--- src/rtl/calc_disp_pkg.sv ---
// Shared types and constants for the calculator display stage.
// Segment codes are active-low with bit 7 as the decimal point.
package calc_disp_pkg;

    typedef enum logic [1:0] {
        ST_IDLE,
        ST_CONVERT,
        ST_LATCH
    } conv_state_t;

    localparam int NUM_DIGITS = 4;
    localparam int BCD_ITERS  = 15;

    localparam logic [7:0] SEG_0     = 8'hC0;
    localparam logic [7:0] SEG_1     = 8'hF9;
    localparam logic [7:0] SEG_2     = 8'hA4;
    localparam logic [7:0] SEG_3     = 8'hB0;
    localparam logic [7:0] SEG_4     = 8'h99;
    localparam logic [7:0] SEG_5     = 8'h92;
    localparam logic [7:0] SEG_6     = 8'h82;
    localparam logic [7:0] SEG_7     = 8'hF8;
    localparam logic [7:0] SEG_8     = 8'h80;
    localparam logic [7:0] SEG_9     = 8'h90;
    localparam logic [7:0] SEG_DASH  = 8'hBF;
    localparam logic [7:0] SEG_BLANK = 8'hFF;

    localparam logic [3:0] DIG_SEL_0    = 4'b1110;
    localparam logic [3:0] DIG_SEL_1    = 4'b1101;
    localparam logic [3:0] DIG_SEL_2    = 4'b1011;
    localparam logic [3:0] DIG_SEL_3    = 4'b0111;
    localparam logic [3:0] DIG_SEL_NONE = 4'b1111;

    function automatic logic [7:0] seg_encode(input logic [3:0] digit);
        logic [7:0] code;
        case (digit)
            4'd0:    code = SEG_0;
            4'd1:    code = SEG_1;
            4'd2:    code = SEG_2;
            4'd3:    code = SEG_3;
            4'd4:    code = SEG_4;
            4'd5:    code = SEG_5;
            4'd6:    code = SEG_6;
            4'd7:    code = SEG_7;
            4'd8:    code = SEG_8;
            4'd9:    code = SEG_9;
            default: code = SEG_BLANK;
        endcase
        return code;
    endfunction

endpackage

--- src/rtl/bin2bcd_seq.sv ---
// Sequential double-dabble converter: one shift-add-3 iteration per clock,
// result published on the single LATCH cycle so partial BCD is never visible.
//
//   state      | meaning
//   -----------+-----------------------------------------------------------
//   ST_IDLE    | waiting for start; value captured on the start cycle
//   ST_CONVERT | BCD_ITERS adjust-and-shift iterations
//   ST_LATCH   | copy finished BCD to output register, pulse done
module bin2bcd_seq
    import calc_disp_pkg::*;
#(
    parameter int VAL_W = 15
) (
    input  logic             clk,
    input  logic             rst,
    input  logic             start,
    input  logic [VAL_W-1:0] value,
    output logic             busy,
    output logic             done,
    output logic [15:0]      bcd
);

    localparam logic [3:0] ITER_LAST = 4'(BCD_ITERS - 1);

    conv_state_t      state;
    conv_state_t      state_next;
    logic [VAL_W-1:0] bin_q;
    logic [15:0]      work_q;
    logic [15:0]      work_adj;
    logic [3:0]       iter_q;

    always_ff @(posedge clk or negedge rst) begin
        if (!rst) begin
            state <= ST_IDLE;
        end else begin
            state <= state_next;
        end
    end

    always_comb begin
        state_next = state;
        busy       = 1'b0;
        done       = 1'b0;
        case (state)
            ST_IDLE: begin
                if (start) begin
                    state_next = ST_CONVERT;
                end
            end
            ST_CONVERT: begin
                busy = 1'b1;
                if (iter_q == ITER_LAST) begin
                    state_next = ST_LATCH;
                end
            end
            ST_LATCH: begin
                busy       = 1'b1;
                done       = 1'b1;
                state_next = ST_IDLE;
            end
            default: begin
                state_next = ST_IDLE;
            end
        endcase
    end

    // Bits carried out of the thousands nibble are dropped; lower digits stay exact.
    always_comb begin
        work_adj = work_q;
        for (int i = 0; i < NUM_DIGITS; i++) begin
            if (work_q[4*i +: 4] >= 4'd5) begin
                work_adj[4*i +: 4] = work_q[4*i +: 4] + 4'd3;
            end
        end
    end

    always_ff @(posedge clk or negedge rst) begin
        if (!rst) begin
            bin_q  <= '0;
            work_q <= '0;
            iter_q <= '0;
            bcd    <= '0;
        end else begin
            case (state)
                ST_IDLE: begin
                    if (start) begin
                        bin_q  <= value;
                        work_q <= '0;
                        iter_q <= '0;
                    end
                end
                ST_CONVERT: begin
                    work_q <= {work_adj[14:0], bin_q[VAL_W-1]};
                    bin_q  <= bin_q << 1;
                    iter_q <= iter_q + 4'd1;
                end
                ST_LATCH: begin
                    bcd <= work_q;
                end
                default: begin
                end
            endcase
        end
    end

endmodule

--- src/rtl/seg_display_driver.sv ---
// Four-digit multiplexed seven-segment driver with change-triggered BCD conversion.
// Build option LEADING_ZERO_BLANK_EN blanks leading zero digits (units always shown).
module seg_display_driver
    import calc_disp_pkg::*;
#(
    parameter int REFRESH_DIV = 100000,
    parameter int VAL_W       = 15
) (
    input  logic             clk,
    input  logic             rst,
    input  logic [VAL_W-1:0] value,
    output logic [3:0]       digitSelect,
    output logic [7:0]       out,
    output logic             busy,
    output logic [15:0]      bcd
);

    localparam int CNT_W = (REFRESH_DIV > 1) ? $clog2(REFRESH_DIV) : 1;
    localparam logic [CNT_W-1:0] CNT_LAST = CNT_W'(REFRESH_DIV - 1);
    localparam logic [VAL_W-1:0] MAX_SHOWN = VAL_W'(9999);

    logic [VAL_W-1:0] last_value;
    logic             overflow;
    logic             start;
    logic             conv_busy;
    logic             conv_done;
    logic [CNT_W-1:0] refresh_cnt;
    logic [1:0]       scan_idx;
    logic [3:0]       digit;
    logic [7:0]       seg_next;
    logic [3:0]       sel_next;

    // last_value holds the captured operand for the whole conversion,
    // since a new start cannot happen until the converter is idle again.
    assign start = !conv_busy && (value != last_value);
    assign busy  = conv_busy;

    bin2bcd_seq #(
        .VAL_W (VAL_W)
    ) u_bin2bcd (
        .clk   (clk),
        .rst   (rst),
        .start (start),
        .value (value),
        .busy  (conv_busy),
        .done  (conv_done),
        .bcd   (bcd)
    );

    always_ff @(posedge clk or negedge rst) begin
        if (!rst) begin
            last_value <= '0;
            overflow   <= 1'b0;
        end else begin
            if (start) begin
                last_value <= value;
            end
            if (conv_done) begin
                overflow <= (last_value > MAX_SHOWN);
            end
        end
    end

    always_ff @(posedge clk or negedge rst) begin
        if (!rst) begin
            refresh_cnt <= '0;
            scan_idx    <= '0;
        end else if (refresh_cnt == CNT_LAST) begin
            refresh_cnt <= '0;
            scan_idx    <= scan_idx + 2'd1;
        end else begin
            refresh_cnt <= refresh_cnt + 1'b1;
        end
    end

    always_comb begin
        digit    = bcd[{scan_idx, 2'b00} +: 4];
        seg_next = seg_encode(digit);
`ifdef LEADING_ZERO_BLANK_EN
        case (scan_idx)
            2'd3:    if (bcd[15:12] == 4'd0) seg_next = SEG_BLANK;
            2'd2:    if (bcd[15:8] == 8'd0) seg_next = SEG_BLANK;
            2'd1:    if (bcd[15:4] == 12'd0) seg_next = SEG_BLANK;
            default: begin
            end
        endcase
`endif
        if (overflow) begin
            seg_next = SEG_DASH;
        end
    end

    always_comb begin
        case (scan_idx)
            2'd0:    sel_next = DIG_SEL_0;
            2'd1:    sel_next = DIG_SEL_1;
            2'd2:    sel_next = DIG_SEL_2;
            default: sel_next = DIG_SEL_3;
        endcase
    end

    always_ff @(posedge clk or negedge rst) begin
        if (!rst) begin
            digitSelect <= DIG_SEL_NONE;
            out         <= SEG_BLANK;
        end else begin
            digitSelect <= sel_next;
            out         <= seg_next;
        end
    end

endmodule
--- config.mk ---
export PLATFORM = sky130hd
export DESIGN_NAME = seg_display_driver
export DESIGN_NICKNAME = d
export VERILOG_FILES = /design/src/rtl/calc_disp_pkg.sv /design/src/rtl/bin2bcd_seq.sv /design/src/rtl/seg_display_driver.sv
export SDC_FILE = /design/constraint.sdc
export NUM_CORES = 1
export LEC_CHECK = 0
export CAP_MARGIN = 20
export CORE_MARGIN = 1.5
export CORE_UTILIZATION = 25
export DETAILED_ROUTE_END_ITERATION = 16
export PLACE_DENSITY = 0.52
export RECOVER_POWER = 50
export SETUP_SLACK_MARGIN = 0.2
export SYNTH_ARGS = -nofsm -noshare
export SYNTH_HDL_FRONTEND = slang
export SYNTH_HIERARCHICAL = 1
export SYNTH_SLANG_ARGS = --single-unit
--- constraint.sdc ---
create_clock -name clk -period 2.3 [get_ports clk]
set_clock_uncertainty 0.2 [all_clocks]
set_input_delay 0.345 -clock clk [delete_from_list [all_inputs] [get_ports clk]]
set_output_delay 0.345 -clock clk [all_outputs]
set_load 0.03 [all_outputs]
### Yosys cells after proc, flatten, opt, wreduce, memory -nomap -nowiden

Memory sizes are Yosys's and may differ from the RTL's.
Index checks and enable logic that the tools add are counted.

* bits in registers: 100
* latch bits: 0
* memory bits (writable): 0
* memory bits (read-only): 112
* input bits: 17
* memories kept: 1

* add/sub/neg operators: 7
* multiply operators: 0
* divide/modulo/power cells: 0
* order comparisons: 5
* eq/ne operators: 9
* shifts and indexed selects: 1
* mux-type cells: 18
* bitwise operators: 0
* reductions and logical operators: 8

Memory list
* (no name shown): words 16, width 7, rd ports 1, clocked after memory_dff 0, write ports 0, RTL line calc_disp_pkg.sv:35 `case (digit)`

Operators with widths (count)
* $pmux 16 s2: 1
* $pmux 15 s2: 1
* $add 17x1->17 const B: 1
* $eq 17x17->1 const B: 1
* $mux 17: 1
* $ge 4x3->1 const B: 4
* $mux 16: 1
* $mux 4: 4
* $shiftx 16x5->4: 1
* $gt 15x14->1 const B: 1
* $mux 15: 1
* $ne 15x15->1: 1
* $add 4x2->4 const B: 3
* $pmux 4 s3: 1
* $mux 8: 1
* $pmux 4 s2: 1
* $add 4x1->4 const B: 1
* $eq 2x1->1 const B: 2
* $eq 2x2->1 const B: 2
* $eq 4x4->1 const B: 1
* $logic_not 2->1: 2
* $mux 2: 2
* $pmux 2 s2: 1
* $reduce_and 2->1: 2
* 10 further kinds: 11

### Longest topological paths before layout

Gate-level depths: netlist of the first run.

* depth after elaboration: 7
* mapped depth: 11
* mapped depth without buffers: 7

### Hierarchy

The synthesis of the first run kept the hierarchy.

Modules (own cells, without submodules)
* bin2bcd_seq: instances 1, cells an instance 228, area an instance 2552.4 µm², seq. area each 1326.3 µm²
* seg_display_driver: instances 1, cells an instance 204, area an instance 2387.3 µm², seq. area each 1164.9 µm²

### Worst setup path after synthesis of the first run

Ideal clock, no wire load.

* path kind: reg2reg
* start point: register u_bin2bcd.state[0]
* end point: register u_bin2bcd.work_q[6]
* arrival time: 2.227 ns
* required time: 2.031 ns
* path slack: -0.196 ns
* cell stages (with the launch flop): 11
* clock period less this slack: 2.496 ns
* path through: dfrtp_1 inv_1 ha_1 a41oi_2 buf_6 nand2b_2 buf_6 nand2_2 buf_6 or3_1 nand3_1

* longest elaborated chain between the ends: 7
* elaborated cells on any way between the ends: 11
* classes of those cells: 3 x eq/ne; 2 x mux; 6 x reduce/logical

RTL lines
* start: declaration: RTL line bin2bcd_seq.sv:25 `conv_state_t state;`
* start signal: assignment: RTL line bin2bcd_seq.sv:36 `state <= state_next;`
* $eq 2x2->1 / $eq 2x1->1 (equally long branches): RTL line bin2bcd_seq.sv:44 `case (state)`
* $reduce_or 2->1 (no line) *
* $mux 1 *: RTL line bin2bcd_seq.sv:44
* net busy: RTL line seg_display_driver.sv:14 `output logic busy,`
* $logic_not 1->1 *: RTL line seg_display_driver.sv:35 `assign start = !conv_busy && (value != last_value);`
* $logic_and 1x1->1 *: RTL line seg_display_driver.sv:35
* net start: RTL line seg_display_driver.sv:24 `logic start;`
* $ne 2x2->1 (no line) *
* $reduce_and 2->1 (no line) *
* end signal: assignment: RTL line bin2bcd_seq.sv:93 `work_q <= {work_adj[14:0], bin_q[VAL_W-1]};`
* end: declaration: RTL line bin2bcd_seq.sv:28 `logic [15:0] work_q;`

The timed path passes the listed nets; every way through them passes the cells marked *.
A chain may end at the register's enable or synchronous reset.

### Worst setup path after layout of the first run

* start point: register last_value[10]
* end point: register u_bin2bcd.work_q[3]

* longest elaborated chain between the ends: 4

RTL lines
* start: declaration: RTL line seg_display_driver.sv:22 `logic [VAL_W-1:0] last_value;`
* start signal: assignment: RTL line seg_display_driver.sv:56 `last_value <= value;`
* $ne 15x15->1: RTL line seg_display_driver.sv:35
* $logic_and 1x1->1: RTL line seg_display_driver.sv:35
* $ne 2x2->1 (no line)
* $reduce_and 2->1 (no line)

No other way between the ends.

==> run summary, run 1 <==
Ranked by instance count, the synthesized netlist is headed by 88 x sky130_fd_sc_hd__dfrtp_1, 33 x sky130_fd_sc_hd__mux2_2, 30 x sky130_fd_sc_hd__o22ai_1. The part of the Yosys area used for sequential elements is 0.5043. The wire length of the first global-routing pass is 19080 um. The portion of synthesized cell area occupied by the leading cell type came out at 0.4458. The CTS sink count came out at 99.

The number of global-route vias before repair is 3693. The min-delay analysis places its worst path in the category in2reg. The element type at the critical path start is a flip-flop. In the finished design, the share of the clock period the worst path needs comes to 0.9958. The ratio of total power to cell area came out at 1249 mW/mm^2. The number of buffers created by CTS came out at 9.

The launch point of the worst reg-to-reg path is last_value[10]. The most common cell in the netlist is sky130_fd_sc_hd__dfrtp_1. The maximum number of pins on one net before global-route repair is 62. The repair_antennas step left the layout with diodes totalling 0. The internal power contribution is 5049 uW.

The worst flop-to-flop path endpoint is u_bin2bcd/work_q[3]. The via total after detailed routing came out at ~3600. The delay contributed by the slowest stage of the critical path came out at around 410 ps. The run finished with clean final reports. The DRC violation count after routing came out at 0. Of the total power, the share spent switching nets is 0.3936. The shortest period the worst path allows came out at 2290 ps. For flop-to-flop paths, the worst setup slack is 10 ps. The routed wirelength normalized by instance count is 15.03 um. The leakage power came out at 0.002916 uW. The clock-pin slew on the worst setup and hold paths came out at 70 ps. The instance count of the mapped netlist is around 430. Traced cell by cell, the critical path runs through xor2_1, nor4_2, buf_4, a41oi_4, nand2b_4, buf_6, and2_4, a32o_1.

The CTS H-tree depth is 3. The total placed cells including tap cells came out at approximately 760. Counting flops with a built-in enable in the synthesized netlist gives 0. The horizontal extent of the die is 143.6 um. The count of buffers added on input and output ports is between 40 and 50. The first detailed-routing pass ran for 4 iterations. The final non-filler cell total came out at 799. The share of total power dissipated in sequential elements is 0.341. The cell area after synthesis came out at 0.004940 mm^2.

Setup repair after global routing could not meet its margin everywhere. STA classifies the critical path endpoint as a flip-flop. The end-of-flow core utilization is 0.3436. The clock reaches the later pin of the worst-skew pair after roughly 340 ps.

After routing the design area is approximately 0.0067 mm^2. The length in cells of the worst reg-to-reg path is 8. The number of nets with antenna violations after routing came out at 0.

The share of total power dissipated in combinational logic is 0.486. Dividing the detail-routed via count by the number of cells gives 4.546. The headroom to the max-slew limit came out at 0.3949. The number of setup violations in the final report came out at 0. The area inside the core boundary came out at 0.01940 mm^2. sky130_fd_sc_hd__dfrtp_1 takes more of the synthesized area than any other cell. The height of the die came out at 143.6 um. The maximum operating frequency is 436.6 MHz. After the first detailed-routing iteration, the DRC count stood at 187. Following the worst setup path forward leads to its endpoint at u_bin2bcd/work_q[3].

The number of violations of the max-capacitance limit came out at 0. The layout has roughly 1900 filler cells. The critical path starts at last_value[10]. Among all stages on the critical path, the largest delay is contributed by sky130_fd_sc_hd__dfrtp_1. The number of top-level pins is between 40 and 50. After floorplanning, the core was divided into 51 placement rows. The worst slack on hold paths is 222.1 ps. The proportion of layout cells with a drive suffix above 1 is 0.3146. Data on the critical path is required at its endpoint by 2320 ps.

TritonCTS built the clock tree. The completed layout was analyzed and its total power is 8326 uW. In this run the worst path has a maximum fanout of 5. The fraction of synthesis flops using an asynchronous set or reset pin is 1.000. The routability-driven placement congestion ratio is 0.7818. The number of antenna violations at the first check in global routing is 0. The number of nets at the end of the flow came out at 570. The switching power total came out at between 3000 and 4000 uW. The total detailed-routing wirelength came out at around 12000 um.

Among all flip-flop cells after synthesis, the most frequent one is sky130_fd_sc_hd__dfrtp_1. The global-route usage over all layers is 0.1177. The die covers 0.02061 mm^2. The type of the worst setup path is reg2reg. The placed instances occupy a cell area of approximately 0.006 mm^2. The area growth from synthesis to layout is 34.93%. The clock power share came out at 0.174. The hold violation count in the final report is 0. The tree is rooted in a sky130_fd_sc_hd__clkbuf_16.

The net count after synthesis is 473. The synthesized netlist contains 53 unique library cells. Data on the critical path arrives at its endpoint at between 2000 and 2500 ps.

The worst-case IR drop observed on VDD is slightly below 0.6 mV. After synthesis, the cell types taking the most area are sky130_fd_sc_hd__dfrtp_1 45%, sky130_fd_sc_hd__mux2_2 7.5%, sky130_fd_sc_hd__ha_1 6.1%. The initial utilization of the core area, before any placement, comes to 0.2546. The leftover overflow at the end of global routing came out at 0.

The slew at the pin closest to its max-slew limit came out at between 900 and 1000 ps. The maximum buffer depth of the clock tree is 2. The average cell area after synthesis came out at ~11 um^2. Counting flops and latches in the post-synthesis netlist gives 99. After legalization and detailed placement, the total HPWL measured 8253 um. The count of pins over their slew limit came out at 0. The number of synthesis warnings is 6.
==> worst min-delay path by stage <==
stage / start / endpoint / slack (ps) / depth (start not counted)
finish: value[9] / last_value[9] / 220 / 3
global route: value[9] / last_value[9] / 220 / 3
CTS: rst / last_value[8] / 200 / 2
detailed placement: rst / last_value[8] / 20 / 1
global placement: rst / last_value[8] / 20 / 1
floorplan: rst / last_value[0] / -150 / 0
==> worst max-delay path: cells and delay by family (launching register included) <==
kind | cells | cell delay, ps
xor+xnor | 1 | 170
compound gates | 2 | 390
buf+inv | 2 | 320
simple gates | 3 | 680
flops | 1 | 410
==> state kept, by name, indices dropped and copies added, names as in the netlist, 4 cells and up <==
name	flops
digitSelect	4
u_bin2bcd/work_q	16
last_value	15
u_bin2bcd/bin_q	15
out	7
refresh_cnt	17
u_bin2bcd/iter_q	4
u_bin2bcd/bcd	16
==> per-layer routing <==
layer / wire length [um] / vias to the layer above / track usage
met1: 5240 / 1856 / 0.1474
met3: 212 / 12 / 0.01799
li1: - / 1731 / -
met2: 6400 / 33 / 0.2082
met4: 155 / 0 / 0.03545
met5: 0 / - / 0
==> power groups by stage <==
| stage | registers, uW | logic [uW] | clock network, uW |
|---|---|---|---|
| after CTS | 2800 | 3540 | 1490 |
| after global routing | 2900 | 4360 | 1580 |
| after global placement | 2790 | 3210 | 0 |
| after floorplan | 2890 | 2100 | 0 |
| after detailed placement | 2810 | 3280 | 0 |
| final | 2840 | 4040 | 1450 |
==> placed cells by master, fill, tap and decap left out, types with 4 or more instances in the layout <==
cell                              count
sky130_fd_sc_hd__nor2_1              17
sky130_fd_sc_hd__ha_1                23
sky130_fd_sc_hd__dfrtp_1             88
sky130_fd_sc_hd__a32o_1               4
sky130_fd_sc_hd__nand4_1              4
sky130_fd_sc_hd__clkbuf_16            9
sky130_fd_sc_hd__inv_1               21
sky130_fd_sc_hd__dlygate4sd2_1        7
sky130_fd_sc_hd__nand2_1             20
sky130_fd_sc_hd__o31ai_1              5
sky130_fd_sc_hd__o22ai_1             15
sky130_fd_sc_hd__o21ai_1              5
sky130_fd_sc_hd__or3_1                5
sky130_fd_sc_hd__clkdlybuf4s50_1     20
sky130_fd_sc_hd__dlymetal6s2s_1      15
sky130_fd_sc_hd__xor2_2               4
sky130_fd_sc_hd__nand2b_1             4
sky130_fd_sc_hd__mux2i_1              6
sky130_fd_sc_hd__o22ai_2             12
sky130_fd_sc_hd__o21ai_0             10
sky130_fd_sc_hd__xor2_1              21
sky130_fd_sc_hd__dfstp_2             11
sky130_fd_sc_hd__buf_6                8
sky130_fd_sc_hd__xnor2_1             12
sky130_fd_sc_hd__a21oi_1             26
sky130_fd_sc_hd__mux2_2              33
sky130_fd_sc_hd__nand3_1             14
sky130_fd_sc_hd__mux4_2               4
sky130_fd_sc_hd__buf_4               48
==> layout make-up <==
class / count / area, um^2 / area share
Clock inverter: 6 / 45.04 / 0.006758
Sequential cell: 99 / 2491 / 0.3738
Clock buffer: 10 / 239.0 / 0.03586
Tap cell: 265 / 331.6 / 0.04975
Inverter: 23 / 86.33 / 0.01295
Timing Repair Buffer: 107 / 987.2 / 0.1481
Multi-Input combinational cell: 289 / 2485 / 0.3728
==> timing repair <==
action / 4_1_cts / 5_1_grt
pin swaps: 6 / 8
hold endpoints to repair: 17 / 0
endpoints found under the setup margin: 41 / 50
buffers inserted: 5 / 13
resized for setup: 26 / 47
hold buffers: 1 / 0
cloned: 0 / 1
==> through the flow <==
| step | TNS [ps] | setup WS [ps] |
|---|---|---|
| floorplan | -110.4 | -27.60 |
| finish | 0 | 9.546 |
| global placement | -12370 | -366.4 |
| CTS | 0 | 74.54 |
| global route | -2241 | -120.8 |
| detailed placement | -12610 | -375.4 |
==> cell families after synthesis <==
logic type | Yosys count | share of synthesized area
AOI/OAI and AO/OA | 93 | 0.1196
xor gates and xnor gates | 37 | 0.06560
adders and majority gates | 24 | 0.06079
buffers and inverters | 45 | 0.04660
DFF | 99 | 0.5043
muxes | 43 | 0.1056
other | 1 | 0.0007591
and+or+nand+nor | 90 | 0.09676
(Power assumes the default switching activity.)
==> inputs of run 2 (changes only) <==
--- a/config.mk
+++ b/config.mk
@@ -6,6 +6,7 @@
 export NUM_CORES = 1
 export LEC_CHECK = 0
 export CAP_MARGIN = 20
+export CORE_ASPECT_RATIO = 0.75
 export CORE_MARGIN = 1.5
 export CORE_UTILIZATION = 25
 export DETAILED_ROUTE_END_ITERATION = 16
==> run 2 against run 1 <==
  * Global-route usage about the same
  * Flip-flop and latch count unchanged
  * Total power decreased by 0.80%
  * Critical endpoint is now u_bin2bcd/work_q[11]
==> run summary, run 2 (synthesis gave the netlist of run 1 again) <==
The maximum buffer depth of the clock tree came out at 2. Using the TritonRoute via totals, the vias-per-cell ratio works out to ~4.6. Setup repair after global routing could not meet its margin everywhere. The clock-pin slew on the worst setup and hold paths came out at 70 ps. The switching power total came out at ~3300 uW. Leaving out fill and tap cells, the most frequent cells in the layout are 88 x sky130_fd_sc_hd__dfrtp_1, 36 x sky130_fd_sc_hd__buf_4, 33 x sky130_fd_sc_hd__mux2_2. The number of top-level pins is 46.

For this run the aggregate overflow at the end of global routing stands at 0. The DRC violation count after routing is 0. Headroom to the max-slew limit came out at 0.3698.

STA classifies the critical path startpoint as a flip-flop. The largest fanout on the critical path is 5. The number of nets with antenna violations after routing is 0. In this run the static leakage power is 0.002825 uW. The routed design has 11770 um of wire. The share of the cycle needed by the critical path after routing is 0.9785. At the end of the flow, the number of nets in the layout was 559. The via total after detailed routing is 3604. The horizontal extent of the die is 165.3 um. In this run the power density over the cells is ~1300 mW/mm^2. The count of antenna diodes in the layout is 0. The routability-driven placement congestion ratio came out at 0.7507. The die covers 0.02062 mm^2. Across all hold checks on the routed design, the worst slack comes to 270.0 ps.

The met1 routing resource usage after global routing is 0.1593. The global-route usage over all layers is 0.1182. The wire length of the first global-routing pass came out at around 19000 um. The die is 124.7 um tall. The share of total power dissipated in combinational logic is 0.481. In the final layout, the registers with the most flip-flops are refresh_cnt x17, u_bin2bcd/bcd x16, u_bin2bcd/work_q x16. The area inside the core boundary is between 0.015 and 0.02 mm^2. The required time of the critical path came out at 2330 ps. The number of antenna violations at the first check in global routing came out at 0. In this run the tool buffered the top-level ports with 44 buffer cells.

The design area came out at between 0.006 and 0.007 mm^2. The clock reaches the later pin of the worst-skew pair after ~350 ps. The register share of total power came out at 0.343. The first-pass iteration count of the detailed router is 4. The number of flip-flops under the largest register name came out at 17. The CTS sink count is 99. The slew at the pin closest to its max-slew limit is between 900 and 1000 ps. The clock period could shrink to between 2000 and 2500 ps. The count of routing violations after the opening detailed-route iteration is 187. Across the run, the number of max-cap violations was 0. The number of setup violations in the final report came out at 0.

The end-of-flow core utilization came out at 0.3399. The proportion of layout cells with a drive suffix above 1 came out at 0.3174. Once placement finished, the instance area stood at 0.005918 mm^2. The standard-cell row count came out at 44. Of the total power, the share spent switching nets is 0.3974. The internal power contribution is 4977 uW.

Dividing the detail-routed wire length by the instance count gives 15.16 um. The count of pins over their slew limit is 0. Derived from the worst setup path, the maximum achievable clock frequency is about 440 MHz. The library cell used most frequently in the layout, excluding fill and tap cells, is sky130_fd_sc_hd__dfrtp_1. The number of buffers created by CTS came out at 9. For met2 alone, demand over resource in global routing was 0.1915. For this configuration, the core starts out at a cell density of 0.2549. The maximum number of pins on one net before global-route repair came out at 37. Compared with the post-synthesis result, the final layout area differs by 33.36%.

The number of global-route vias before repair is ~3700. STA classifies the critical path endpoint as a flip-flop. Data on the critical path arrives at its endpoint at 2280 ps. The clock power share came out at 0.177.

In the global route stage, met3 resource usage came out at 0.02697. The run finished with clean final reports. The H-tree generated during clock tree synthesis spans 3 levels.

Fill cells in the final layout number 1919. The HPWL reported at the end of detailed placement is 8135 um. CTS placed an instance of sky130_fd_sc_hd__clkbuf_16 at the clock tree root. The CTS tree is built. Counting flops per register, the top entry is refresh_cnt. The tightest min-delay check is of the in2reg type. The layer flagged by global routing as most heavily used is met2. The hold violation count in the final report came to 0.

The critical path is of the reg2reg type. IR analysis of the VDD net gives a maximum drop of 0.5903 mV.
==> run 2: power by group through the flow <==
stage | Sequential, uW | Clock (uW) | Combinational (uW)
2_1_floorplan | 2890 | 0 | 2100
3_3_place_gp | 2790 | 0 | 3150
3_5_place_dp | 2800 | 0 | 3210
4_1_cts | 2800 | 1510 | 3730
5_1_grt | 2900 | 1580 | 4280
6_report | 2830 | 1460 | 3970
==> run 2: worst max-delay path, stage by stage, from the launching register on <==
cell and delay (ps):
sky130_fd_sc_hd__dfrtp_1 400, sky130_fd_sc_hd__xor2_1 160, sky130_fd_sc_hd__nor4_2 410, sky130_fd_sc_hd__a41oi_4 200, sky130_fd_sc_hd__nand2b_4 210, sky130_fd_sc_hd__buf_6 150, sky130_fd_sc_hd__and2_4 160, sky130_fd_sc_hd__a32o_1 250
==> run 2: area by class of cell <==
type,count,area (um^2),share of cell area
Multi-Input combinational cell,289,2500,0.3795
Sequential cell,99,2491,0.3782
Timing Repair Buffer,96,908.4,0.1379
Tap cell,253,316.6,0.04805
Clock buffer,9,225.2,0.03419
Inverter,23,86.33,0.01311
Clock inverter,7,60.06,0.009117
==> run 2: per-layer routing <==
metal	vias up	part of all wire
met5	-	0
met4	0	0.0083
met3	5	0.035
met2	49	0.50
met1	1833	0.46
li1	1717	-
==> run 2: stage by stage <==
step           cells  power (uW)  setup slack [ps]  setup TNS (ps)
3_3_place_gp     746        5945            -389.7          -12540
6_report         776        8259             49.45               0
5_1_grt          776        8772            -3.418          -6.399
2_1_floorplan    432        4996            -27.60          -110.4
4_1_cts          770        8043             62.77               0
3_5_place_dp     746        6010            -454.7          -13630
==> run 2: final timing paths <==
check / startpoint / cells past startpoint / slack [ps] / to
max in group asynchronous: rst / 3 / 290 / digitSelect[1]
min: value[3] / 3 / 270 / last_value[3]
min in group asynchronous: rst / 2 / 470 / last_value[6]
max reg2reg: last_value[11] / 7 / 50 / u_bin2bcd/work_q[11]
max: last_value[11] / 7 / 50 / u_bin2bcd/work_q[11]
min reg2reg: refresh_cnt[0] / 1 / 290 / refresh_cnt[0]
==> run 2: repair_timing <==
action,4_1_cts,5_1_grt
hold buffers,1,0
buffers inserted,6,5
pin swaps,11,8
resized for setup,51,23
hold endpoints to repair,29,0
setup endpoints to repair,43,59
gates cloned,1,1
==> inputs of run 3 (changes only) <==
--- a/config.mk
+++ b/config.mk
@@ -9,7 +9,9 @@
 export CORE_ASPECT_RATIO = 0.75
 export CORE_MARGIN = 1.5
 export CORE_UTILIZATION = 25
+export CTS_BUF_LIST = sky130_fd_sc_hd__clkbuf_16
 export DETAILED_ROUTE_END_ITERATION = 16
+export MAX_ROUTING_LAYER = met4
 export PLACE_DENSITY = 0.52
 export RECOVER_POWER = 50
 export SETUP_SLACK_MARGIN = 0.2
==> run 3 against run 2 <==
  * Cell area unchanged
  * Global-route usage rose by 0.33 points
  * Clock-buffer cell count unchanged
  * Sequential power is essentially flat
  * Combinational power hardly changed
  * Critical path type unchanged
  * Highest routed layer unchanged
==> run summary, run 3 (synthesis gave the netlist of run 1 again) <==
The run finished with clean final reports. The kind of cell with the highest combined delay along the critical path is simple AND/OR/NAND/NOR gates. The die outline area is between 0.02 and 0.025 mm^2. The quantity of I/O buffers inserted on ports is 44. For this design, the slowest cell found on the critical path is sky130_fd_sc_hd__nor4_2.

Traced cell by cell, the critical path runs through xor2_1, nor4_2, a41oi_4, nand2b_4, buf_6, and2_2, a22o_1. The clock-pin slew on the worst setup and hold paths is 70 ps. The wire-length estimate of the detail-placed layout is 8135 um. After detailed routing, the average wire length per cell comes to ~15 um. In this run the critical register-to-register path is launched from last_value[11]. The part of the power in combinational logic came out at 0.481. The height of the die is 124.7 um. The worst setup path is launched from a flip-flop. The region available for standard cell placement spans around 0.019 mm^2. Entering global routing, the biggest net connects 37 pins. The delay contributed by the slowest stage of the critical path is 410 ps. The ratio of total power to cell area is 1253 mW/mm^2.

The worst hold path belongs to the class in2reg. The maximum buffer depth of the clock tree is 2. Global routing finished with a remaining overflow of 0. The CTS H-tree depth is 3. The flip-flop and latch area is between 0.002 and 0.0025 mm^2. The internal power contribution is 4977 uW. The net switching share of the total power came out at 0.3972. The register-to-register setup slack came out at ~54 ps. The setup total negative slack is 0 ps.

The buffer and inverter count on the worst path came out at 1. refresh_cnt holds more flip-flops than any other register. The count of routing violations after the opening detailed-route iteration came out at 220. The area growth from synthesis to layout came out at 33.36%. The routability-driven placement congestion ratio came out at 0.7603. For this configuration, the core starts out at a cell density of 0.2549. The startpoint identified for the worst hold timing path is value[3]. The share of total power dissipated in the clock network is 0.176. The CTS sink count came out at 99.

Measured in cells, the most critical reg-to-reg path has a length of 7. The required time of the critical path is 2330 ps. The count of pins over their slew limit is 0.

The number of global-route vias before repair is 3659. The largest registers in the layout are refresh_cnt x17, u_bin2bcd/bcd x16, u_bin2bcd/work_q x16. The number of antenna violations at the first check in global routing came to 0. The register share of total power came out at 0.343.

STA classifies the critical path endpoint as a flip-flop. The number of top-level pins is 46. The number of violations of the max-capacitance limit came out at 0. The number of buffers created by CTS is 9. The cell depth of the worst hold path is 3. Summing all non-filler instances in the final layout gives an area of about 0.0066 mm^2.

The proportion of layout cells with a drive suffix above 1 came out at 0.3174. The library cells used most frequently in the layout, excluding fill and tap cells, are 88 x sky130_fd_sc_hd__dfrtp_1, 36 x sky130_fd_sc_hd__buf_4, 33 x sky130_fd_sc_hd__mux2_2. The via total after detailed routing came out at between 3000 and 4000. The number of nets at the end of the flow is about 560. The horizontal extent of the die came out at roughly 170 um. The standard-cell row count is between 40 and 50.

The worst slack on hold paths is 272.2 ps. After detailed placement, the total cell area comes to just under 0.006 mm^2. Timing would allow up to 445.2 MHz. The headroom to the max-slew limit is 0.3749. The hold violation count in the final report was 0. The count of antenna diodes in the layout came out at 0.

The first global-routing pass estimated between 15000 and 20000 um of wire. The leakage power came out at 0.002825 uW. The commonest non-fill, non-tap cell in the layout is sky130_fd_sc_hd__dfrtp_1. TritonCTS built the clock tree. The largest fanout on the critical path came out at 5. The number of flip-flops under the largest register name is 17.

The worst flop-to-flop path endpoint is u_bin2bcd/work_q[14]. After detailed routing, the number of vias per cell comes to 4.647. Counting I/O delays and the setup requirement, the final critical path takes 2246 ps. The endpoint of the worst hold-timing path is last_value[3].

The number of setup violations in the final report came out at 0. The signal arrival time at the worst endpoint came out at 2280 ps. The number of inserted filler cells in the final layout came out at 1919. The DRC violation count after routing is 0. The final layout contains routed wiring with a total length of between 10000 and 15000 um. IR analysis of the VDD net gives a maximum drop of 0.5911 mV. The slew at the pin closest to its max-slew limit is 937.7 ps. The number of nets with antenna violations after routing is 0. The cell chosen for the clock root is sky130_fd_sc_hd__clkbuf_16. Across every metal layer, demand over resource in global routing totals 0.1215.

The area of the multi-input gates is 0.002500 mm^2. The first-pass iteration count of the detailed router is 4. For this design the total switching power over the nets is 3279 uW. The later-pin clock latency in the skew report is approximately 350 ps.

By startpoint and endpoint, the worst setup path is classified as reg2reg. The share of the cycle needed by the critical path after routing came out at 0.9767. Setup repair after global routing could not meet its margin everywhere.
[run 3: metal layers]
metal	wire (um)	part of all wire	vias to the layer above	track usage
met3	430	0.037	4	0.02697
met1	5407	0.46	1832	0.1584
met2	5870	0.50	53	0.1920
li1	-	-	1717	-
met5	0	0	-	-
met4	70	0.0059	0	0.02731
[run 3: final cells by class]
cell class,count,share of cell area
clock buffer,9,0.03419
clock inverter,7,0.009117
inverter,23,0.01311
multi-input combinational,289,0.3795
sequential,99,0.3782
tap,253,0.04805
timing repair buffer,96,0.1379
[run 3: per-stage QoR]
step	total power (uW)	std cells	setup WS, ps	utilization
final	8256	776	53.62	0.3399
after global routing	8768	776	-3.415	0.3399
after CTS	8043	770	62.77	0.3337
after detailed placement	6010	746	-454.7	0.3054
after global placement	5945	746	-389.7	0.3054
after floorplan	4996	432	-27.60	-
[run 3: repair_timing]
item | in CTS | in global routing
endpoints found under the hold margin | 29 | 0
endpoints found under the setup margin | 43 | 59
pin swaps | 11 | 8
gates cloned | 1 | 1
resized for setup | 51 | 23
hold buffers | 1 | 0
buffers inserted | 6 | 5
[run 3: worst max-delay path by stage]
stage | to | slack, ps | cells after the start | startpoint
floorplan | u_bin2bcd/work_q[11] | -30 | 9 | last_value[5]
global placement | u_bin2bcd/iter_q[2] | -390 | 10 | value[10]
detailed placement | u_bin2bcd/iter_q[2] | -450 | 10 | value[5]
CTS | u_bin2bcd/iter_q[2] | 60 | 9 | last_value[5]
global route | u_bin2bcd/iter_q[2] | -3 | 9 | last_value[11]
finish | u_bin2bcd/work_q[14] | 50 | 7 | last_value[11]
[run 3: tightest hold or removal path: cells and delay by family]
kind                   cells  cell delay, ps
buffers and inverters      2             300
muxes                      1             130
[run 3: power by group through the flow]
stage                     clock network (uW)  logic (uW)  registers (uW)
final                                   1450        3970            2830
after global routing                    1580        4280            2900
after CTS                               1510        3730            2800
after detailed placement                   0        3210            2800
after global placement                     0        3150            2790
after floorplan                            0        2100            2890
